<file path="src/rtl/train_aspect_supervisor_pkg.sv">
// Shared types and helpers for the train-borne aspect supervisor:
// aspect codes, FSM states and the aspect-to-speed-limit mapping.
package train_aspect_supervisor_pkg;

   typedef enum logic [1:0] {
      RED     = 2'b00,
      YELLOW  = 2'b01,
      DYELLOW = 2'b10,
      GREEN   = 2'b11
   } aspect_t;

   typedef enum logic [1:0] {
      IDLE      = 2'd0,
      SUPERVISE = 2'd1,
      ALERT     = 2'd2,
      BRAKE     = 2'd3
   } state_t;

   // Limit in km/h for an aspect; caller narrows to the speed bus width.
   function automatic int unsigned aspect_limit(input aspect_t     a,
                                                input int unsigned v_max,
                                                input int unsigned v_dyellow,
                                                input int unsigned v_yellow);
      int unsigned lim;
      case (a)
         GREEN:   lim = v_max;
         DYELLOW: lim = v_dyellow;
         YELLOW:  lim = v_yellow;
         default: lim = 0;
      endcase
      return lim;
   endfunction

   function automatic logic is_restrictive(input aspect_t a);
      return (a == YELLOW) || (a == DYELLOW);
   endfunction

endpackage

</file>
<file path="src/rtl/train_aspect_supervisor_overspeed_timer.sv">
// Consecutive-overspeed counter: counts cycles with speed above the limit
// while enabled and flags the cycle on which the threshold is reached.
module train_aspect_supervisor_overspeed_timer #(
   parameter int unsigned N = 8
) (
   input  logic i_clk,
   input  logic i_clr,
   input  logic i_en,
   input  logic i_over,
   output logic o_hit_c
);

   localparam int unsigned CNT_W = $clog2(N + 1);

   logic [CNT_W-1:0] r_cnt;

   assign o_hit_c = i_en && i_over && (r_cnt == CNT_W'(N - 1));

   // Any break in the overspeed run, or leaving supervision, restarts the count.
   always_ff @(posedge i_clk) begin
      if (!i_clr) begin
         r_cnt <= '0;
      end else if (!i_en || !i_over || o_hit_c) begin
         r_cnt <= '0;
      end else if (r_cnt != CNT_W'(N)) begin
         r_cnt <= r_cnt + CNT_W'(1);
      end
   end

endmodule

</file>
<file path="src/rtl/train_aspect_supervisor.sv">
// Onboard aspect supervisor: derives the speed limit from sampled wayside
// aspects, enforces driver acknowledgement and latches the emergency brake.
module train_aspect_supervisor
   import train_aspect_supervisor_pkg::*;
#(
   parameter int unsigned V_MAX            = 120,
   parameter int unsigned V_DYELLOW        = 80,
   parameter int unsigned V_YELLOW         = 40,
   parameter int unsigned ACK_CYCLES       = 16,
   parameter int unsigned OVERSPEED_CYCLES = 8,
   parameter int unsigned SPEED_W          = 8
) (
   input  logic               clk,
   input  logic               clr,
   input  logic [1:0]         aspect,
   input  logic               aspect_valid,
   input  logic               ack,
   input  logic [SPEED_W-1:0] speed,
   output logic [SPEED_W-1:0] limit,
   output logic               warn,
   output logic               brake,
   output logic               spad,
   output logic [1:0]         state
);

   localparam int unsigned TMR_W = $clog2(ACK_CYCLES + 1);

   state_t             r_state,  w_state_nxt;
   logic [SPEED_W-1:0] r_limit,  w_limit_nxt;
   logic [TMR_W-1:0]   r_timer,  w_timer_nxt;
   logic               r_spad,   w_spad_nxt;
   logic               r_warn,   w_warn_nxt;
   logic               r_brake;
   aspect_t            w_aspect;
   logic [SPEED_W-1:0] w_aspect_limit;
   logic               w_os_en;
   logic               w_os_hit;

   assign w_aspect       = aspect_t'(aspect);
   assign w_aspect_limit = SPEED_W'(aspect_limit(w_aspect, V_MAX, V_DYELLOW, V_YELLOW));
   assign w_os_en        = (r_state == SUPERVISE) && !aspect_valid;

   train_aspect_supervisor_overspeed_timer #(
      .N (OVERSPEED_CYCLES)
   ) u_overspeed_timer (
      .i_clk   (clk),
      .i_clr   (clr),
      .i_en    (w_os_en),
      .i_over  (speed > r_limit),
      .o_hit_c (w_os_hit)
   );

   always_ff @(posedge clk) begin
      if (!clr) begin
         r_state <= IDLE;
         r_limit <= '0;
         r_timer <= '0;
         r_spad  <= 1'b0;
         r_warn  <= 1'b0;
         r_brake <= 1'b0;
      end else begin
         r_state <= w_state_nxt;
         r_limit <= w_limit_nxt;
         r_timer <= w_timer_nxt;
         r_spad  <= w_spad_nxt;
         r_warn  <= w_warn_nxt;
         r_brake <= (w_state_nxt == BRAKE);
      end
   end

   // A sampled aspect overrides every in-state decision, including ack.
   always_comb begin
      w_state_nxt = r_state;
      w_limit_nxt = r_limit;
      w_timer_nxt = r_timer;
      w_spad_nxt  = r_spad;
      if (aspect_valid) begin
         if (w_aspect == RED) begin
            w_state_nxt = BRAKE;
            w_limit_nxt = '0;
            w_spad_nxt  = 1'b1;
            w_timer_nxt = '0;
         end else if (r_state == BRAKE) begin
            w_limit_nxt = w_aspect_limit;
         end else if (is_restrictive(w_aspect)) begin
            w_state_nxt = ALERT;
            w_limit_nxt = w_aspect_limit;
            w_timer_nxt = TMR_W'(ACK_CYCLES);
         end else begin
            w_state_nxt = SUPERVISE;
            w_limit_nxt = w_aspect_limit;
            w_timer_nxt = '0;
         end
      end else begin
         case (r_state)
            ALERT: begin
               if (ack) begin
                  w_state_nxt = SUPERVISE;
                  w_timer_nxt = '0;
               end else if (r_timer <= TMR_W'(1)) begin
                  w_state_nxt = BRAKE;
                  w_timer_nxt = '0;
               end else begin
                  w_timer_nxt = r_timer - TMR_W'(1);
               end
            end
            SUPERVISE: begin
               if (w_os_hit) w_state_nxt = BRAKE;
            end
            BRAKE: begin
               if ((speed == '0) && ack) begin
                  w_state_nxt = SUPERVISE;
                  w_spad_nxt  = 1'b0;
               end
            end
            default: ;
         endcase
      end
      w_warn_nxt = (w_state_nxt == ALERT) ||
                   ((w_state_nxt == SUPERVISE) && (speed > w_limit_nxt));
   end

   assign limit = r_limit;
   assign warn  = r_warn;
   assign brake = r_brake;
   assign spad  = r_spad;
   assign state = r_state;

endmodule

</file>
<file path="config.mk">
export PLATFORM = sky130hd
export DESIGN_NAME = train_aspect_supervisor
export DESIGN_NICKNAME = d
export VERILOG_FILES = /design/src/rtl/train_aspect_supervisor_pkg.sv /design/src/rtl/train_aspect_supervisor_overspeed_timer.sv /design/src/rtl/train_aspect_supervisor.sv
export SDC_FILE = /design/constraint.sdc
export NUM_CORES = 1
export LEC_CHECK = 0
export ABC_CLOCK_PERIOD_IN_PS = 2900
export BUFFER_PORTS_ARGS = -buffer_cell sky130_fd_sc_hd__buf_2
export CORE_MARGIN = 2
export CORE_UTILIZATION = 45
export DETAILED_ROUTE_END_ITERATION = 7
export GPL_ROUTABILITY_DRIVEN = 0
export GPL_TIMING_DRIVEN = 0
export MAX_ROUTING_LAYER = met4
export PLACE_DENSITY = 0.67
export SLEW_MARGIN = 20
export SYNTH_ARGS = -nofsm -noshare
export SYNTH_HDL_FRONTEND = slang
export SYNTH_HIERARCHICAL = 1
export SYNTH_SLANG_ARGS = --single-unit
</file>
<file path="constraint.sdc">
create_clock -name clk -period 2.9 [get_ports clk]
set_input_delay 0.145 -clock clk [delete_from_list [all_inputs] [get_ports clk]]
set_output_delay 0.145 -clock clk [all_outputs]
set_load 0.005 [all_outputs]
</file>
Word-level counts from Yosys, hierarchy flattened
Index checks and enable logic that the tools add are counted.

storage, ports and cells
  register bits = 22
  input port bits = 14
  word-level logic and storage cells = 69

cells by class
  $add $sub $neg = 2
  $lt $le $gt $ge = 3
  equality and inequality tests = 13
  multiplexer cells = 23
  bitwise logic cells = 1
  reduce and logical (&&, ||, !) cells = 20

operators by type and width
  operator             number
  $mux 5               7
  $pmux 7 s3           1
  $gt 8x8->1           2
  $mux 2               8
  $mux 8               2
  $eq 2x2->1 const B   6
  $logic_not 8->1      1
  $eq 2x1->1 const B   3
  $pmux 2 s3           1
  $reduce_bool 2->1    3
  $le 5x1->1 const B   1
  $logic_and 1x1->1    5
  $sub 5x1->5 const B  1
  $add 4x1->4 const B  1
  $eq 4x3->1 const B   1
  $logic_or 1x1->1     4
  $mux 1               4
  $ne 4x4->1 const B   1
  $logic_not 1->1      3
  $ne 3x3->1 const B   1
  $reduce_and 3->1     1
  $logic_not 2->1      1
  $ne 2x1->1 const B   1
  $reduce_and 2->1     1
  other kinds (2)      2

Longest topological paths before layout
Gate-level depths: netlist of the first run.

  depth in word-level cells = 10
  gate-level depth with buffers = 13
  depth with buffers taken out = 13

Hierarchy
Netlist of the first run, hierarchy kept.

modules (own cells, without submodules)
  module                                   times used  cells each  area each (µm²)  seq. area each (µm²)
  train_aspect_supervisor                  1           155         1281.2           360.3
  train_aspect_supervisor_overspeed_timer  1           24          217.7            80.1

Worst setup path before layout of the first run
No wires, ideal clock.

  path type = register to register
  start point = register r_limit[1] (netlist: limit[1])
  end point = register r_warn (netlist: warn)
  data arrival time = 2.201 ns
  data required time = 2.784 ns
  path slack = 0.583 ns
  cell stages (with the launch flop) = 14
  buffers on the path = 0
  period minus slack after synthesis = 2.317 ns
  path through = dfxtp_1 -> inv_1 -> ha_1 -> nor2b_1 -> o21a_1 -> o21ai_0 -> a21oi_1 -> o22a_1 -> nand2_1 -> nor2_1 -> a221oi_1 -> a2bb2oi_1 -> nor3b_1 -> a41o_1

on the way
  longest elaborated chain between the ends = 9

RTL lines
  what                                 RTL line                                       text
  from (decl)                          train_aspect_supervisor.sv:29                  logic [SPEED_W-1:0] r_limit, w_limit_nxt;
  from (signal assigned)               train_aspect_supervisor.sv:63                  r_limit <= w_limit_nxt;
  $gt 8x8->1 (*)                       train_aspect_supervisor.sv:49                  .i_over (speed > r_limit),
  $logic_and 1x1->1 (*) (2 in series)  train_aspect_supervisor_overspeed_timer.sv:17  assign o_hit_c = i_en && i_over && (r_cnt == CNT_W'(N - 1));
  net w_os_hit                         train_aspect_supervisor.sv:37                  logic w_os_hit;
  $mux 2 (*)                           train_aspect_supervisor.sv:108                 if (w_os_hit) w_state_nxt = BRAKE;
  $pmux 2 s3 (*)                       train_aspect_supervisor.sv:95                  case (r_state)
  $mux 2 (*)                           train_aspect_supervisor.sv:77                  if (aspect_valid) begin
  $eq 2x1->1                           train_aspect_supervisor.sv:120                 ((w_state_nxt == SUPERVISE) && (speed > w_limit_nxt));
  $logic_and 1x1->1                    train_aspect_supervisor.sv:120
  $logic_or 1x1->1 (*)                 train_aspect_supervisor.sv:119                 w_warn_nxt = (w_state_nxt == ALERT) ||
  to (signal assigned)                 train_aspect_supervisor.sv:66                  r_warn <= w_warn_nxt;
  to (decl)                            train_aspect_supervisor.sv:32                  logic r_warn, w_warn_nxt;

The timed path passes the listed nets; every way through them passes the cells marked *.
A chain may end at the register's enable or synchronous reset.

Final worst setup path of the first run
Ends and elaborated chain as after synthesis.

==> results.cfg, run 1 <==
[floorplan]
core_area_um2 = 3100
die_h_um = 61.7
initial_core_util = 0.483
boundaryPins = 27
die_area_um2 = 3810
fp-row-count = 20
die_w_um = 61.7

[logic_synthesis]
netlist_area_um2 = 1500
yosysSeqAreaShare = 0.294
synth_edf_count = 0
synth_cell_types = 42
ys.flop_type = dfxtp_1
syn_area_per_cell_um2 = 8.37
yosys_warnings = 6
ys_async_sr_fraction = 0
synth_seq_cells = 22
syn_inst = 179
synthesis.nets = 217

[pwr]
ir_drop_mv = 0.201
swShare = 0.286
powerDensity_nw_per_um2 = 344
pwr-share-seq = 0.551
static-leakage-power_nw = 0.738
comb_power_share = 0.214
switchingPower_uw = 168
internal-power_uw = 420
clock_power_share = 0.235

[cells_and_area]
fillers = 322
fin_area_um2 = 1710
final_nets = 248
multi_input_area_um2 = 978
seqCellArea_um2 = 440
diodes = 0
final_util = 0.550
area_growth_pct = 13.9
drive_gt1_frac = 0.163

[timing]
slew_headroom = 0.699
setup_viol = 0
clock_skew_ps = 2.55
fin_crit_sh = 0.860
period_minus_slack_ps = 2490
slew_violations = 0
final-hold-violation-count = 0
whs_ps = 160
finalSetupTns_ps = 0
worst_slew_pin_slew_ps = 452
max_freq_ghz = 0.401
rsz0062_at_grt = no

[clocking]
htreeDepth = 1
cts_setup_buffers = 0
cts_resized = 0
cts_tree = built
numCtsBuffers = 3
ctsHoldBuffers = 0
clock-root-buffer = clkbuf_4
clock_latency_ps = 300
cts_buffer_depth = 2
cts.sinks = 22
path_clk_slew_ps = 120

[place]
placed_area_um2 = 1680
hpwl_um = 2480
io_buffers = 26

[setup_path]
cp.buffers_inverters = 1
arrival_ps = 2700
cp-start-kind = flop
critPathKind = flop to flop
critPathTopFamily = compound AO/OA/AOI/OAI gates
path_cells = inv_1 > ha_1 > nor2b_1 > o21a_1 > o21ai_0 > a21oi_1 > o22a_1 > nand2_1 > nor2_1 > a221oi_1 > a2bb2oi_1 > nor3b_1 > a41o_1
crit_slowest_cell = dfxtp_1
cp_max_fo = 4
required_ps = 3110
critPathCaptureType = flop
critPathMaxStageDelay_ps = 380

[min_path]
hold_path.class = primary input to flop

[grt]
grt_pass1_vias = 1235
grt_pass1_wl_um = 5110
antenna_found_initial = 0
grt_overflow_total = 0
grtUsageTotal = 0.187
grt_max_degree = 12

[routing]
vias_per_cell = 5.19
totalWireLength_um = 3040
vias = 1309
first_iter_violations = 22
ant_nets = 0
dr.pass1.iters = 4
drc = 0
drt-wirelength-per-cell_um = 12.1

[job]
drv_cap = 0

[run_status]
outcome = finished, final reports clean
[final timing paths]
path / end / from / slack (ps) / depth (start not counted)
max reg2reg: warn$_SDFF_PN0_ / limit[1]$_SDFF_PN0_ / 410 / 13
max: warn$_SDFF_PN0_ / limit[1]$_SDFF_PN0_ / 410 / 13
min: spad$_SDFFE_PN0P_ / clr / 160 / 2
min reg2reg: spad$_SDFFE_PN0P_ / spad$_SDFFE_PN0P_ / 510 / 2
[per-stage QoR]
step                std cells  total power [mW]  setup slack (ps)
floorplan                 179             0.410               583
global placement          249             0.451               438
detailed placement        249             0.457               419
CTS                       252             0.597               400
global route              252             0.625               173
finish                    252             0.588               405
[state kept, by name, indices dropped and copies added (netlist names)]
| name | cells |
|---|---|
| warn | 1 |
| u_overspeed_timer/r_cnt | 4 |
| spad | 1 |
| limit | 8 |
| r_timer | 5 |
| state | 2 |
| brake | 1 |
[synthesized netlist by cell type (2+ instances only)]
cell type / number / area [um^2]
a21boi_0: 4 / 30.0
a21oi_1: 10 / 50.1
and2_1: 10 / 62.6
dfxtp_1: 22 / 440
ha_1: 24 / 300
inv_1: 19 / 71.3
nand2_1: 13 / 48.8
nand2b_1: 5 / 31.3
nand3_1: 2 / 10.0
nand3b_1: 3 / 22.5
nand4_1: 3 / 18.8
nor2_1: 13 / 48.8
nor2b_1: 10 / 62.6
nor3_1: 5 / 25.0
o21a_1: 2 / 15.0
o21ai_0: 7 / 35.0
o31ai_1: 2 / 15.0
[per-layer routing]
layer / track usage / share of wire
met1: 0.213 / 0.47
met2: 0.335 / 0.49
met3: 0.0248 / 0.024
met4: 0.0638 / 0.0095
met5: - / 0
[cell type report]
cell class,count,share of cell area
plain buffers,2,0.00513
clock buffers,3,0.0132
inverters,19,0.0418
multi-input cells,136,0.573
flip-flops and latches,22,0.258
well taps,44,0.0323
repair buffers,26,0.0762
[cell usage in the layout, fill, tap and decap left out, types with 7 or more instances in the layout]
master / netlist / final
a21oi_1: 10 / 10
and2_1: 10 / 10
buf_2: 1 / 27
dfxtp_1: 22 / 22
ha_1: 24 / 24
inv_1: 19 / 19
nand2_1: 13 / 13
nor2_1: 13 / 13
nor2b_1: 10 / 10
o21ai_0: 7 / 7
[kinds of logic (layout without fill, tap and decap cells)]
group	Yosys count	in the layout	synth area share
AOI/OAI and AO/OA	38	38	0.172
xor gates and xnor gates	2	2	0.0117
adders and majority gates	24	24	0.200
buffers and inverters	21	50	0.0534
DFF	22	22	0.294
muxes	1	1	0.00668
and+or+nand+nor	71	71	0.262
[power groups by stage]
stage          logic [mW]  clock network, mW  registers, mW
6_report            0.126              0.138          0.324
4_1_cts             0.127              0.146          0.324
3_3_place_gp        0.121                  0          0.330
2_1_floorplan      0.0803                  0          0.330
3_5_place_dp        0.127                  0          0.331
5_1_grt             0.147              0.152          0.326
Power figures use the tool's default switching activity.
==> run 2, diff against run 1 <==
Settings changed: CORE_ASPECT_RATIO set to 0.6, CORE_MARGIN 2 to 1, PLACE_DENSITY 0.67 to 0.79.
==> results.cfg, run 2 (same netlist as run 1, synthesis figures left out) <==
[cells_and_area]
seqCellArea_um2 = 440
largest_reg_flops = 8
final_nets = 248
final_common_cell = buf_2
drive_gt1_frac = 0.167
layout.cells.non_filler = 251
multi_input_area_um2 = 978
area_growth_pct = 15.9
layout_common_cells = buf_2, ha_1, dfxtp_1
fin_area_um2 = 1740
diodes = 0
fillers = 293

[timing]
rsz0062_at_grt = no
slew_headroom = 0.678
finalSetupTns_ps = 0
fin_crit_sh = 0.896
setup_viol = 0
max_freq_ghz = 0.385
clock_skew_ps = 7.67
slew_violations = 0
period_minus_slack_ps = 2600
final-hold-violation-count = 0
worst_slew_pin_slew_ps = 483

[pwr]
static-leakage-power_nw = 0.753
power_uw = 668
powerDensity_nw_per_um2 = 384
ir_drop_mv = 0.386

[floorplan]
fp-row-count = 15
core_area_um2 = 3020
boundaryPins = 27
die_area_um2 = 3570
initial_core_util = 0.496
die_w_um = 76.5
die_h_um = 46.7

[routing]
vias = 1297
drc = 0
vias_per_cell = 5.17
ant_nets = 0
first_iter_violations = 43
dr.pass1.iters = 4
drt-wirelength-per-cell_um = 12.1
totalWireLength_um = 3050

[place]
hpwl_um = 2450
io_buffers = 26
placed_area_um2 = 1680
placed_cells = 247

[setup_path]
endpoint = warn$_SDFF_PN0_
rr_worst_depth = 13
cp-start-kind = flop
cp.buffers_inverters = 1
crit_path_start = limit[1]$_SDFF_PN0_
path_cells = inv_1 > ha_1 > nor2b_1 > o21a_1 > o21ai_0 > a21oi_1 > o22a_1 > nand2_1 > nor2_1 > a221oi_1 > a2bb2oi_1 > nor3b_1 > a41o_1
r2r_end = warn$_SDFF_PN0_
regToRegStartpoint = limit[1]$_SDFF_PN0_
cp_max_fo = 4
critPathKind = flop to flop
critPathTopFamily = compound AO/OA/AOI/OAI gates
crit_slowest_cell = dfxtp_1
arrival_ps = 2760
cp_num_cells = 13
critPathCaptureType = flop
required_ps = 3060
reg2reg_slack_ps = 300
critPathMaxStageDelay_ps = 370

[job]
drv_cap = 0

[clocking]
clock_latency_ps = 260
ctsHoldBuffers = 0
cts_resized = 0
cts_tree = built
numCtsBuffers = 3
cts.sinks = 22
clock-root-buffer = clkbuf_8
cts_setup_buffers = 0
cts_buffer_depth = 2
path_clk_slew_ps = 80
htreeDepth = 1

[grt]
grt_pass1_wl_um = 5060
grt_max_degree = 13
grt_overflow_total = 0
antenna_found_initial = 0
grt_pass1_vias = 1109
grtUsageTotal = 0.191

[run_status]
outcome = finished, final reports clean

[min_path]
hold_path.class = primary input to flop
[run 2: cell count changes in the layout (fill, tap and decap cells not counted)]
cell and delta:
clkbuf_8 +4, clkbuf_4 -3
[run 2: layout make-up]
type | count | area share
Sequential cell | 22 | 0.254
Clock buffer | 4 | 0.0317
Tap cell | 42 | 0.0303
Buffer | 2 | 0.00504
Inverter | 19 | 0.0411
Multi-Input combinational cell | 136 | 0.563
Timing Repair Buffer | 26 | 0.0749
[run 2: report_power, final]
group	switching, mW	internal, mW
Combinational	0.0690	0.0576
Sequential	0.00995	0.313
Clock	0.0968	0.121
[run 2: worst min-delay path by stage]
stage	start	to	slack (ps)	cells past startpoint
CTS	clr	spad$_SDFFE_PN0P_	210	2
global route	clr	spad$_SDFFE_PN0P_	210	2
floorplan	clr	brake$_SDFF_PN0_	290	1
finish	clr	spad$_SDFFE_PN0P_	210	2
detailed placement	spad$_SDFFE_PN0P_	spad$_SDFFE_PN0P_	480	2
global placement	spad$_SDFFE_PN0P_	spad$_SDFFE_PN0P_	480	2
[run 2: stage by stage]
| stage | utilization | hold WS [ps] | setup WS [ps] |
|---|---|---|---|
| final | 0.575 | 210 | 301 |
| after global routing | 0.575 | 214 | 119 |
| after CTS | 0.575 | 207 | 321 |
| after detailed placement | 0.557 | 479 | 328 |
| after global placement | 0.557 | 475 | 430 |
| after floorplan | - | 291 | 583 |
[run 2: routing by layer]
metal  global-route usage  up-vias  wire length (um)
met2                0.305       30              1170
met3               0.0436        2               148
met1                0.255      579              1710
met5                    -        -                 0
met4               0.0231        0                10
li1                     -      686                 -
==> run 3, diff against run 2 <==
Settings changed: CAP_MARGIN set to 20, CELL_PAD_IN_SITES_DETAIL_PLACEMENT set to 1, CELL_PAD_IN_SITES_GLOBAL_PLACEMENT set to 2, CORE_UTILIZATION 45 to 32, PLACE_DENSITY 0.79 to 0.9.
==> results.cfg, run 3 (same netlist as run 1, synthesis figures left out) <==
[run_status]
outcome = finished, final reports clean

[min_path]
hold_path.class = primary input to flop

[grt]
grt_pass1_wl_um = 6180
use_met3 = 0.0342
top_usage_layer = met2
grt_max_degree = 13
met1_usage = 0.218
grt_pass1_vias = 1304
grtUsageTotal = 0.167
grt_overflow_total = 0
use_met2 = 0.281
antenna_found_initial = 0

[pwr]
powerDensity_nw_per_um2 = 386
ir_drop_mv = 0.183
static-leakage-power_nw = 0.753

[clocking]
htreeDepth = 1
cts_tree = built
numCtsBuffers = 3
cts_buffer_depth = 2
clock-root-buffer = clkbuf_8
ctsHoldBuffers = 0
cts_resized = 0
cts.sinks = 22
path_clk_slew_ps = 90
cts_setup_buffers = 0
clock_latency_ps = 270

[floorplan]
core_area_um2 = 4300
boundaryPins = 27
die_h_um = 55.0
die_area_um2 = 4970
die_w_um = 90.4
initial_core_util = 0.348
fp-row-count = 18

[setup_path]
critPathKind = flop to flop
cp.buffers_inverters = 1
path_cells = inv_1 > ha_1 > nor2b_1 > o21a_1 > o21ai_0 > a21oi_1 > o22a_1 > nand2_1 > nor2_1 > a221oi_1 > a2bb2oi_1 > nor3b_1 > a41o_1
cp-start-kind = flop
critPathMaxStageDelay_ps = 390
critPathCaptureType = flop
critPathTopFamily = compound AO/OA/AOI/OAI gates
arrival_ps = 2740
cp_max_fo = 4
crit_slowest_cell = dfxtp_1
required_ps = 3070

[routing]
vias_per_cell = 4.94
totalWireLength_um = 3640
vias = 1329
drc = 0
ant_nets = 0
first_iter_violations = 35
drt-wirelength-per-cell_um = 13.5
dr.pass1.iters = 4

[place]
dp_slack_ps = 331
hpwl_um = 3040
io_buffers = 26

[cells_and_area]
largest_reg_flops = 8
area_growth_pct = 17.4
final_util = 0.409
diodes = 0
final_nets = 248
layout_common_cells = buf_2, ha_1, dfxtp_1
final_common_cell = buf_2
drive_gt1_frac = 0.167

[timing]
clock_skew_ps = 10.8
max_freq_ghz = 0.388
period_minus_slack_ps = 2580
rsz0062_at_grt = no
final-hold-violation-count = 0
slew_violations = 0
fin_crit_sh = 0.888
worst_slew_pin_slew_ps = 495
slew_headroom = 0.670
setup_viol = 0
worst_slack_ps = 324
finalSetupTns_ps = 0

[job]
drv_cap = 0
-- run 3: cell counts in the layout (fill, tap and decap cells not counted) --
No cell type changed its count.
-- run 3: cell type report --
cell class / count / area [um^2]
timing repair buffer: 26 / 130
multi-input combinational: 136 / 978
inverter: 19 / 71.3
buffer: 2 / 8.76
tap: 60 / 75.1
clock buffer: 4 / 55.1
fill: 541 / 2540
sequential: 22 / 440
-- run 3: routing by layer --
metal | part of all wire | up-vias
li1 | - | 680
met1 | 0.53 | 627
met2 | 0.44 | 20
met3 | 0.032 | 2
met4 | 0.0019 | 0
met5 | 0 | -
-- run 3: power breakdown --
part | internal (mW) | switching, mW | total (mW)
Sequential | 0.313 | 0.0101 | 0.323
Combinational | 0.0579 | 0.0720 | 0.130
Clock | 0.121 | 0.105 | 0.226
-- run 3: per-stage QoR --
stage,hold WS (ps),total power [mW],area (um^2),cells
final,200,0.679,1760,269
after global routing,206,0.722,1760,269
after CTS,199,0.691,1760,269
after detailed placement,488,0.462,1700,265
after global placement,474,0.458,1700,265
after floorplan,291,0.410,1500,179
-- run 3: final timing paths --
path / startpoint / to / slack (ps) / depth (start not counted)
max: limit[1]$_SDFF_PN0_ / warn$_SDFF_PN0_ / 320 / 13
min reg2reg: spad$_SDFFE_PN0P_ / spad$_SDFFE_PN0P_ / 490 / 2
min: clr / spad$_SDFFE_PN0P_ / 200 / 2
max reg2reg: limit[1]$_SDFF_PN0_ / warn$_SDFF_PN0_ / 320 / 13
